File: src/rtl/dodge_game_core.sv
// Game-logic core for the dodgeball game: falling objects, one player on a
// fixed row, collision detection, saturating dodge score and an
// IDLE/PLAY/OVER state machine. Everything runs on CLK_in and advances one
// game step per `tick` strobe; outputs are grid coordinates for the renderer.
module dodge_game_core #(
    parameter int GRID_W       = 16,
    parameter int GRID_H       = 12,
    parameter int N_OBJ        = 3,
    parameter int PLAYER_ROW   = 10,
    parameter int PLAYER_START = 8,
    parameter int CYCLE_LEN    = 20,
    parameter int STAGGER      = 4,
    parameter int SCORE_W      = 8,
    localparam int XW          = $clog2(GRID_W),
    localparam int YW          = $clog2(GRID_H),
    localparam int JW          = $clog2(CYCLE_LEN)
) (
    input  logic                  CLK_in,
    input  logic                  RST_BTN,
    input  logic                  tick,
    input  logic                  start,
    input  logic                  left,
    input  logic                  right,
    output logic [1:0]            state,
    output logic [XW-1:0]         player_x,
    output logic [N_OBJ*XW-1:0]   obj_x,
    output logic [N_OBJ*YW-1:0]   obj_y,
    output logic [N_OBJ-1:0]      obj_active,
    output logic [SCORE_W-1:0]    score,
    output logic                  hit,
    output logic                  dodge
);

    typedef enum logic [1:0] {
        ST_IDLE = 2'd0,
        ST_PLAY = 2'd1,
        ST_OVER = 2'd2
    } state_t;

    // 16-bit Galois LFSR, taps 16/14/13/11
    function automatic logic [15:0] lfsr_step(input logic [15:0] v);
        if (v[0]) begin
            lfsr_step = (v >> 1) ^ 16'hB400;
        end else begin
            lfsr_step = v >> 1;
        end
    endfunction

    // Fold an XW-bit random value into the legal column range
    function automatic logic [XW-1:0] col_fold(input logic [XW-1:0] c);
        if ({1'b0, c} >= (XW+1)'(GRID_W)) begin
            col_fold = c - XW'(GRID_W);
        end else begin
            col_fold = c;
        end
    endfunction

    state_t                 state_r, state_nxt_s;
    logic [XW-1:0]          player_x_r, player_x_nxt_s;
    logic [N_OBJ*XW-1:0]    obj_x_r, obj_x_nxt_s;
    logic [N_OBJ*YW-1:0]    obj_y_r, obj_y_nxt_s;
    logic [N_OBJ-1:0]       obj_active_r, obj_active_nxt_s;
    logic [SCORE_W-1:0]     score_r, score_nxt_s;
    logic [JW-1:0]          j_r, j_nxt_s;
    logic                   hit_r, hit_nxt_s;
    logic                   dodge_r, dodge_nxt_s;
    logic                   start_q_r;
    logic [15:0]            lfsr_r;

    logic                   start_ev_s;
    logic                   collide_s;
    logic [XW-1:0]          col_s;
    logic [3:0]             dodged_cnt_s;
    logic [SCORE_W+3:0]     score_sum_s;

    // Next-state and next-datapath computation for one game step
    always_comb begin
        start_ev_s       = start & ~start_q_r;
        col_s            = col_fold(lfsr_r[XW-1:0]);
        collide_s        = 1'b0;
        dodged_cnt_s     = 4'd0;
        score_sum_s      = {(SCORE_W+4){1'b0}};
        state_nxt_s      = state_r;
        player_x_nxt_s   = player_x_r;
        obj_x_nxt_s      = obj_x_r;
        obj_y_nxt_s      = obj_y_r;
        obj_active_nxt_s = obj_active_r;
        score_nxt_s      = score_r;
        j_nxt_s          = j_r;
        hit_nxt_s        = 1'b0;
        dodge_nxt_s      = 1'b0;

        // Collision uses the pre-step positions
        for (int k = 0; k < N_OBJ; k++) begin
            collide_s = collide_s |
                        (obj_active_r[k] &&
                         (obj_x_r[k*XW +: XW] == player_x_r) &&
                         (obj_y_r[k*YW +: YW] == YW'(PLAYER_ROW)));
        end

        case (state_r)
            ST_IDLE: begin
                j_nxt_s          = {JW{1'b0}};
                obj_x_nxt_s      = {(N_OBJ*XW){1'b0}};
                obj_y_nxt_s      = {(N_OBJ*YW){1'b0}};
                obj_active_nxt_s = {N_OBJ{1'b0}};
                score_nxt_s      = {SCORE_W{1'b0}};
                player_x_nxt_s   = XW'(PLAYER_START);
                if (start_ev_s) begin
                    state_nxt_s = ST_PLAY;
                end else begin
                    state_nxt_s = ST_IDLE;
                end
            end
            ST_PLAY: begin
                if (collide_s) begin
                    // Freeze the board; only the LFSR and start_q keep moving
                    state_nxt_s = ST_OVER;
                    hit_nxt_s   = 1'b1;
                end else begin
                    if (left && !right && (player_x_r != {XW{1'b0}})) begin
                        player_x_nxt_s = player_x_r - XW'(1);
                    end else if (right && !left && (player_x_r < XW'(GRID_W-1))) begin
                        player_x_nxt_s = player_x_r + XW'(1);
                    end else begin
                        player_x_nxt_s = player_x_r;
                    end

                    // Active objects fall or leave; inactive ones may launch in their slot
                    for (int k = 0; k < N_OBJ; k++) begin
                        if (obj_active_r[k]) begin
                            if (obj_y_r[k*YW +: YW] == YW'(GRID_H-1)) begin
                                obj_active_nxt_s[k] = 1'b0;
                                dodged_cnt_s        = dodged_cnt_s + 4'd1;
                            end else begin
                                obj_y_nxt_s[k*YW +: YW] = obj_y_r[k*YW +: YW] + YW'(1);
                            end
                        end else begin
                            if (j_r == JW'(k*STAGGER)) begin
                                obj_active_nxt_s[k]     = 1'b1;
                                obj_y_nxt_s[k*YW +: YW] = {YW{1'b0}};
                                obj_x_nxt_s[k*XW +: XW] = col_s;
                            end else begin
                                obj_active_nxt_s[k] = 1'b0;
                            end
                        end
                    end

                    score_sum_s = {4'd0, score_r} + {{SCORE_W{1'b0}}, dodged_cnt_s};
                    if (score_sum_s[SCORE_W+3:SCORE_W] != 4'd0) begin
                        score_nxt_s = {SCORE_W{1'b1}};
                    end else begin
                        score_nxt_s = score_sum_s[SCORE_W-1:0];
                    end
                    dodge_nxt_s = (dodged_cnt_s != 4'd0);

                    if (j_r == JW'(CYCLE_LEN-1)) begin
                        j_nxt_s = {JW{1'b0}};
                    end else begin
                        j_nxt_s = j_r + JW'(1);
                    end
                end
            end
            ST_OVER: begin
                if (start_ev_s) begin
                    state_nxt_s = ST_IDLE;
                end else begin
                    state_nxt_s = ST_OVER;
                end
            end
            default: begin
                state_nxt_s = ST_IDLE;
            end
        endcase
    end

    // Game state register, advanced only on tick
    always_ff @(posedge CLK_in) begin
        if (RST_BTN) begin
            state_r <= ST_IDLE;
        end else if (tick) begin
            state_r <= state_nxt_s;
        end else begin
            state_r <= state_r;
        end
    end

    // Datapath registers; hit/dodge are pulses that drop in non-tick cycles
    always_ff @(posedge CLK_in) begin
        if (RST_BTN) begin
            player_x_r   <= XW'(PLAYER_START);
            obj_x_r      <= {(N_OBJ*XW){1'b0}};
            obj_y_r      <= {(N_OBJ*YW){1'b0}};
            obj_active_r <= {N_OBJ{1'b0}};
            score_r      <= {SCORE_W{1'b0}};
            j_r          <= {JW{1'b0}};
            hit_r        <= 1'b0;
            dodge_r      <= 1'b0;
            start_q_r    <= 1'b0;
            lfsr_r       <= 16'hACE1;
        end else if (tick) begin
            player_x_r   <= player_x_nxt_s;
            obj_x_r      <= obj_x_nxt_s;
            obj_y_r      <= obj_y_nxt_s;
            obj_active_r <= obj_active_nxt_s;
            score_r      <= score_nxt_s;
            j_r          <= j_nxt_s;
            hit_r        <= hit_nxt_s;
            dodge_r      <= dodge_nxt_s;
            start_q_r    <= start;
            lfsr_r       <= lfsr_step(lfsr_r);
        end else begin
            hit_r        <= 1'b0;
            dodge_r      <= 1'b0;
        end
    end

    assign state      = state_r;
    assign player_x   = player_x_r;
    assign obj_x      = obj_x_r;
    assign obj_y      = obj_y_r;
    assign obj_active = obj_active_r;
    assign score      = score_r;
    assign hit        = hit_r;
    assign dodge      = dodge_r;

endmodule
File: config.mk
export PLATFORM = sky130hd
export DESIGN_NAME = dodge_game_core
export DESIGN_NICKNAME = d
export VERILOG_FILES = /design/src/rtl/dodge_game_core.sv
export SDC_FILE = /design/constraint.sdc
export NUM_CORES = 1
export LEC_CHECK = 0
export BUFFER_PORTS_ARGS = -buffer_cell sky130_fd_sc_hd__buf_4
export CAP_MARGIN = 20
export CELL_PAD_IN_SITES_DETAIL_PLACEMENT = 1
export CELL_PAD_IN_SITES_GLOBAL_PLACEMENT = 1
export CORE_ASPECT_RATIO = 0.6
export CORE_UTILIZATION = 32
export DETAILED_ROUTE_END_ITERATION = 12
export PLACE_DENSITY = 0.68
export SLEW_MARGIN = 20
export SYNTH_ARGS = -nofsm -noshare
export SYNTH_HDL_FRONTEND = slang
export SYNTH_SLANG_ARGS = --single-unit
File: constraint.sdc
create_clock -name CLK_in -period 9.6 [get_ports CLK_in]
set_input_delay 0.96 -clock CLK_in [delete_from_list [all_inputs] [get_ports CLK_in]]
set_output_delay 0.96 -clock CLK_in [all_outputs]
set_load 0.01 [all_outputs]
==> flow_summary.json, run 1 <==
{
  "status": "finished clean",
  "synthTopCellsByCount": "65 x dfxtp_1, 32 x nand2_1, 24 x nand3_1",
  "setup_slack_ns": 5.816,
  "setup_viol": 0,
  "cell_internal_pwr_uw": 523.7,
  "path_cells": "ha_1, nand4b_1, inv_1, ha_1, a21oi_1, inv_1, ha_1, mux2_2, inv_1, fa_1, nor2b_1, o2111ai_1, a21bo_2, a31oi_1, a211oi_1",
  "post-cts-setup-buffers": 0,
  "drive_above_1_share_pct": 18.12,
  "area_delta_synth_final_pct": 20.30,
  "maxCapViolations": 0,
  "routed_wl_um": 11190,
  "critical_path_class": "reg -> reg",
  "powerDensity_mw_per_mm2": 155.5,
  "syn_area_mm2": 0.003711,
  "htree_levels": 3,
  "finClkSkew_ns": 0.007309,
  "die_h_um": 85.42,
  "cts_num_sinks": 65,
  "synth_top_area_cell": "dfxtp_1",
  "gp_congestion": 0.8119,
  "hold_buffers": 0,
  "synth_fp_nets": 442,
  "die_area_mm2": 0.01205,
  "cpLargestDelayFamily": "compound AO/OA/AOI/OAI gates",
  "io_pins": 49,
  "fmax_ghz": 0.2643,
  "max_slew_margin_pct": 28.34,
  "critPathArrivalTime_ns": 4.03,
  "numPortBuffers": 48,
  "seqPwrFrac_pct": 41.2,
  "antennaDiodeCount": 0,
  "finalSetupTns_ns": 0,
  "gr-usage-met2_pct": 29.31,
  "postSynth.asyncResetShare_pct": 0,
  "fin_crit_sh_pct": 39.41,
  "worstPathRequired_ns": 9.85,
  "grt_pass1_wl_um": 17770,
  "crit_path_end_kind": "flop",
  "wl_per_cell_um": 18.10,
  "synth_area_per_cell_um2": 8.857,
  "root_buffer": "clkbuf_16",
  "synth_flop_cell": "dfxtp_1",
  "p_leak_nw": 1.880,
  "crit_fanout": 7,
  "synth_most_common_cell": "dfxtp_1",
  "ys_seq_area_share_pct": 35.06,
  "finalPower_uw": 694.3,
  "timing.final.hold_violations": 0,
  "clk_latency_ns": 0.34,
  "ys_types": 64,
  "numCtsBuffers": 9,
  "grt_pass1_vias": 3327,
  "clockBufferDepth": 2,
  "use_met1_pct": 26.65,
  "min_period_ns": 3.784,
  "grt_overflow": 0,
  "crit_path_start_kind": "flop",
  "slowest_stage": "fa_1",
  "drv_slew": 0,
  "vdd_drop_max_v": 0.00008414,
  "coreArea_mm2": 0.01130,
  "cts_tree": "done",
  "synth_top_area_share_pct": 35.06,
  "num_vias": 3375,
  "dp_slack_ns": 5.842,
  "ys_top_cells_by_area": "dfxtp_1 35%, ha_1 5.1%, mux2i_1 4.6%",
  "firstDrtPassIters": 6,
  "place_hpwl_um": 7966,
  "hold_ws_ns": 0.4784,
  "dr.first_iter.drc_count": 230,
  "ant_nets": 0,
  "cpPeakStageDelay_ns": 0.43,
  "p_comb_share_pct": 7.9,
  "start_util_pct": 32.85,
  "nets": 476,
  "track_usage_pct": 19.03,
  "grt-busiest-layer": "met2",
  "ys_ff_latch": 65,
  "tightest_slew_ns": 1.071,
  "die_x_um": 141.0,
  "num_rows": 30,
  "rsz0062_at_grt": "no",
  "yosysWarningCount": 0,
  "drc": 0,
  "path_buf_inv": 3,
  "swShare_pct": 24.57,
  "nFillCells": 1310,
  "power.switching_uw": 170.6,
  "grt_max_degree": 39,
  "via_per_inst": 5.461,
  "syn_inst": 419,
  "grtUsageMet3_pct": 4.233,
  "antenna_found_initial": 0,
  "synth_edf_count": 0,
  "post_cts_resized": 0,
  "min_path_type": "reg -> reg",
  "clkPwrFrac_pct": 50.9,
  "clkTransAtPathRegs_ns": 0.06
}
through the flow:
| stage | util (%) | cell area [µm²] | std cells |
|---|---|---|---|
| final | 39.51 | 4464 | 618 |
| after global routing | 39.51 | 4464 | 618 |
| after CTS | 39.51 | 4464 | 618 |
| after detailed placement | 36.68 | 4144 | 602 |
| after global placement | 36.68 | 4144 | 602 |
| after floorplan | - | 3711 | 419 |
logic make-up after synthesis:
family | count (synthesis) | synth area share (%)
AO/OA/AOI/OAI | 115 | 23.13
multiplexers | 18 | 4.889
flip-flops | 65 | 35.06
XOR/XNOR | 19 | 4.484
adder cells (fa/ha/maj) | 17 | 6.136
AND/OR/NAND/NOR | 140 | 20.74
buffers and inverters | 45 | 5.563
worst reg2reg max path: cells and delay by family (launching register included):
kind / cells / cell delay, ns
and+or+nand+nor: 2 / 0.44
muxes: 1 / 0.18
AOI/OAI and AO/OA: 5 / 1.22
DFF: 1 / 0.42
adders and majority gates: 4 / 1.18
buffers and inverters: 3 / 0.26
cells in the final DEF, fill, tap and decap left out, types with 9 or more instances in the layout:
cell type / synthesis / routed
dfxtp_1: 65 / 65
buf_4: 1 / 49
nand2_1: 32 / 32
nand3_1: 24 / 24
nor2_1: 23 / 23
a21oi_1: 20 / 20
inv_1: 19 / 19
mux2i_1: 17 / 17
o21ai_0: 17 / 17
ha_1: 15 / 15
xor2_1: 14 / 14
a31oi_1: 14 / 14
a32o_1: 13 / 13
clkbuf_16: 0 / 9
flip-flops by register name, summed over array words and instances, names as in the netlist, 2 cells and up:
name,count
player_x,4
obj_y,12
j_r,5
obj_x,12
obj_active,3
lfsr_r,16
score,8
state,2
worst paths after layout:
| check | startpoint | end | slack (ns) | cells after the start |
|---|---|---|---|---|
| setup / recovery | obj_y[1]$_SDFFE_PP0P_ | score[5]$_SDFFE_PP0P_ | 5.82 | 15 |
| hold / removal | lfsr_r[6]$_SDFFE_PP1P_ | lfsr_r[5]$_SDFFE_PP1P_ | 0.48 | 2 |
| setup reg to reg | obj_y[1]$_SDFFE_PP0P_ | score[5]$_SDFFE_PP0P_ | 5.82 | 15 |
| hold reg to reg | lfsr_r[6]$_SDFFE_PP1P_ | lfsr_r[5]$_SDFFE_PP1P_ | 0.48 | 2 |
routing by layer:
| metal | share of wire, % | up-vias |
|---|---|---|
| met1 | 52 | 1701 |
| met2 | 45 | 49 |
| met4 | 0.43 | 0 |
| met5 | 0 | - |
| met3 | 3.2 | 5 |
| li1 | - | 1620 |
power by group through the flow:
stage                     registers, mW  logic [mW]  clock network (mW)
after floorplan                   0.286      0.0437                   0
after global placement            0.292      0.0532                   0
after detailed placement          0.292      0.0545                   0
after CTS                         0.286      0.0549               0.361
after global routing              0.287      0.0604               0.371
final                             0.286      0.0547               0.353
final cells by class:
class / instances / area [µm²] / share of cell area [%]
Sequential cell: 65 / 1301 / 29.15
Timing Repair Buffer: 49 / 367.9 / 8.240
Multi-Input combinational cell: 309 / 2203 / 49.36
Tap cell: 160 / 200.2 / 4.484
Clock buffer: 9 / 225.2 / 5.045
Inverter: 19 / 71.32 / 1.598
Clock inverter: 7 / 95.09 / 2.130
Power figures use the tool's default switching activity.
==> run 2: changes to the inputs <==
--- a/config.mk
+++ b/config.mk
@@ -5,6 +5,7 @@
 export SDC_FILE = /design/constraint.sdc
 export NUM_CORES = 1
 export LEC_CHECK = 0
+export ABC_AREA = 1
 export BUFFER_PORTS_ARGS = -buffer_cell sky130_fd_sc_hd__buf_4
 export CAP_MARGIN = 20
 export CELL_PAD_IN_SITES_DETAIL_PLACEMENT = 1
@@ -12,7 +13,7 @@
 export CORE_ASPECT_RATIO = 0.6
 export CORE_UTILIZATION = 32
 export DETAILED_ROUTE_END_ITERATION = 12
-export PLACE_DENSITY = 0.68
+export PLACE_DENSITY = 0.72
 export SLEW_MARGIN = 20
 export SYNTH_ARGS = -nofsm -noshare
 export SYNTH_HDL_FRONTEND = slang
==> constraint.sdc (replaced) <==
create_clock -name CLK_in -period 3.76 [get_ports CLK_in]
set_input_delay 0.376 -clock CLK_in [delete_from_list [all_inputs] [get_ports CLK_in]]
set_output_delay 0.376 -clock CLK_in [all_outputs]
set_load 0.01 [all_outputs]
==> run 2 against run 1 <==
Via count up 12%. First-iteration DRC count down 28%. Sequential cell count unchanged. Final cell count up 26%. Cell area up 3.5%. Sequential share of layout area down 0.99 points. Hold slack worse by 0.13 ns. Non-clock buffer count up 2. Area after synthesis up 3.1%. Critical path depth up 6. Highest routed layer unchanged. Maximum frequency up 12%. Die area up 3.0%.
==> flow_summary.json, run 2 <==
{
  "syn_area_mm2": 0.003826,
  "ys_seq_area_share_pct": 34.01,
  "track_usage_pct": 19.71,
  "utilization_pct": 40.23,
  "grt_max_degree": 29,
  "powerDensity_mw_per_mm2": 436.3,
  "crit_path_end_kind": "flop",
  "cts_tree": "done",
  "min_period_ns": 3.367,
  "numCtsBuffers": 9,
  "post_cts_resized": 0,
  "die_x_um": 143.2,
  "io_pins": 49,
  "synth_fp_nets": 594,
  "die_area_mm2": 0.01241,
  "post-cts-setup-buffers": 0,
  "nFillCells": 1495,
  "nets": 634,
  "routed_wl_um": 11470,
  "regMostFlops": "lfsr_r",
  "num_rows": 30,
  "numPortBuffers": 48,
  "met2_length_um": 4934,
  "critical_path_class": "reg -> reg",
  "dr.first_iter.drc_count": 166,
  "firstDrtPassIters": 4,
  "coreArea_mm2": 0.01149,
  "synth_top_area_share_pct": 34.01,
  "crit_fanout": 6,
  "synth_flop_cell": "dfxtp_1",
  "num_vias": 3772,
  "fmax_ghz": 0.2970,
  "maxCapViolations": 0,
  "fin_crit_sh_pct": 89.54,
  "antenna_found_initial": 0,
  "via_per_inst": 4.861,
  "start_util_pct": 33.31,
  "dr_wl_met3_um": 494,
  "synth_edf_count": 0,
  "synth_most_common_cell": "nand2_1",
  "rsz0062_at_grt": "no",
  "grt_pass1_wl_um": 18810,
  "yosysWarningCount": 0,
  "hold_buffers": 0,
  "worstPathRequired_ns": 3.98,
  "tightest_slew_ns": 0.7503,
  "crit_path_start_kind": "flop",
  "postSynth.asyncResetShare_pct": 0,
  "cts_num_sinks": 65,
  "setup_viol": 0,
  "largest_reg_flops": 16,
  "synthTopCellsByCount": "154 x nand2_1, 83 x nor2_1, 65 x dfxtp_1",
  "antennaDiodeCount": 0,
  "clk_latency_ns": 0.33,
  "grt_overflow": 0,
  "area_delta_synth_final_pct": 20.77,
  "min_path_type": "in -> reg",
  "grt_pass1_vias": 3780,
  "place_hpwl_um": 8074,
  "top_layer": "met4",
  "drive_above_1_share_pct": 15.26,
  "met1_length_um": 5925,
  "p_leak_nw": 2.120,
  "drv_slew": 0,
  "finalSetupTns_ns": 0,
  "critPathArrivalTime_ns": 3.59,
  "ys_ff_latch": 65,
  "ant_nets": 0,
  "drc": 0,
  "status": "finished clean",
  "syn_inst": 571,
  "timing.final.hold_violations": 0,
  "final_common_cell": "nand2_1",
  "vdd_drop_max_v": 0.0002290,
  "die_h_um": 86.70,
  "wl_per_cell_um": 14.78,
  "ys_top_cells_by_area": "dfxtp_1 34%, nand2_1 15%, nor2_1 8.1%",
  "final_cell_mix": "154 x nand2_1, 82 x nor2_1, 65 x dfxtp_1",
  "max_slew_margin_pct": 49.86,
  "gp_congestion": 0.8333,
  "root_buffer": "clkbuf_16",
  "finClkSkew_ns": 0.006864,
  "ff_latch_area_mm2": 0.001301,
  "multi_input_area_mm2": 0.002138,
  "clockBufferDepth": 2,
  "clkTransAtPathRegs_ns": 0.06,
  "ys_types": 36,
  "synth_area_per_cell_um2": 6.701,
  "synth_top_area_cell": "dfxtp_1",
  "htree_levels": 3
}
run 2: critical path, cell delays in order, from the launching register on:
cell and delay [ns]:
dfxtp_1 0.43, ha_1 0.19, inv_1 0.08, nor2_1 0.18
ha_1 0.26, nand2_1 0.07, nand2_1 0.09, ha_1 0.28
nand2_1 0.05, nand2_1 0.10, inv_1 0.07, fa_1 0.40
inv_1 0.09, nand2_1 0.07, a21oi_1 0.25, nand2_1 0.09
nor2_1 0.18, nand3_1 0.10, o211ai_1 0.11, nand2_2 0.07
nand2_1 0.05, nor2_1 0.05
run 2: stage by stage:
step                      instance area (µm²)  total power [mW]  setup slack [ns]  hold WS, ns  instances
final                                    4621             2.016            0.3933       0.3456        776
after global routing                     4621             2.107           0.04256       0.3659        776
after CTS                                4621             2.040            0.3954       0.3373        776
after detailed placement                 4275             1.048            0.3962       0.4429        760
after global placement                   4275             1.037            0.6340       0.4414        760
after floorplan                          3826            0.9543            0.8222       0.4292        571
run 2: where the power goes:
group          switching, mW  total, mW  internal (mW)  leakage, nW
Combinational          0.171      0.267         0.0951         1.42
Sequential            0.0425      0.768          0.725        0.534
Clock                  0.317      0.982          0.665        0.166
Total                  0.531       2.02           1.49         2.12
run 2: final timing paths:
kind | start | to | slack (ns) | depth (start not counted)
worst max-delay path | obj_y[0]$_SDFFE_PP0P_ | score[6]$_SDFFE_PP0P_ | 0.39 | 21
worst min-delay path | start | start_q_r$_SDFFE_PP0P_ | 0.35 | 3
worst max register to register | obj_y[0]$_SDFFE_PP0P_ | score[6]$_SDFFE_PP0P_ | 0.39 | 21
worst min register to register | lfsr_r[5]$_SDFFE_PP1P_ | lfsr_r[5]$_SDFFE_PP1P_ | 0.46 | 2
run 2: kinds of logic after synthesis:
group / share of synthesized area [%]
AND/OR/NAND/NOR: 37.57
XOR/XNOR: 2.060
AO/OA/AOI/OAI: 10.24
buffers and inverters: 10.17
adder cells (fa/ha/maj): 5.952
flip-flops: 34.01
run 2: routing by layer:
metal	track usage, %	vias up
li1	-	1911
met1	27.46	1781
met2	30.78	67
met3	4.475	13
met4	4.594	0
met5	0	-
run 2: final cells by class:
type	instances	share of cell area, %
multi-input combinational	418	46.28
timing repair buffer	51	8.286
inverter	66	5.470
clock buffer	11	5.253
tap	160	4.333
sequential	65	28.16
clock inverter	5	2.220
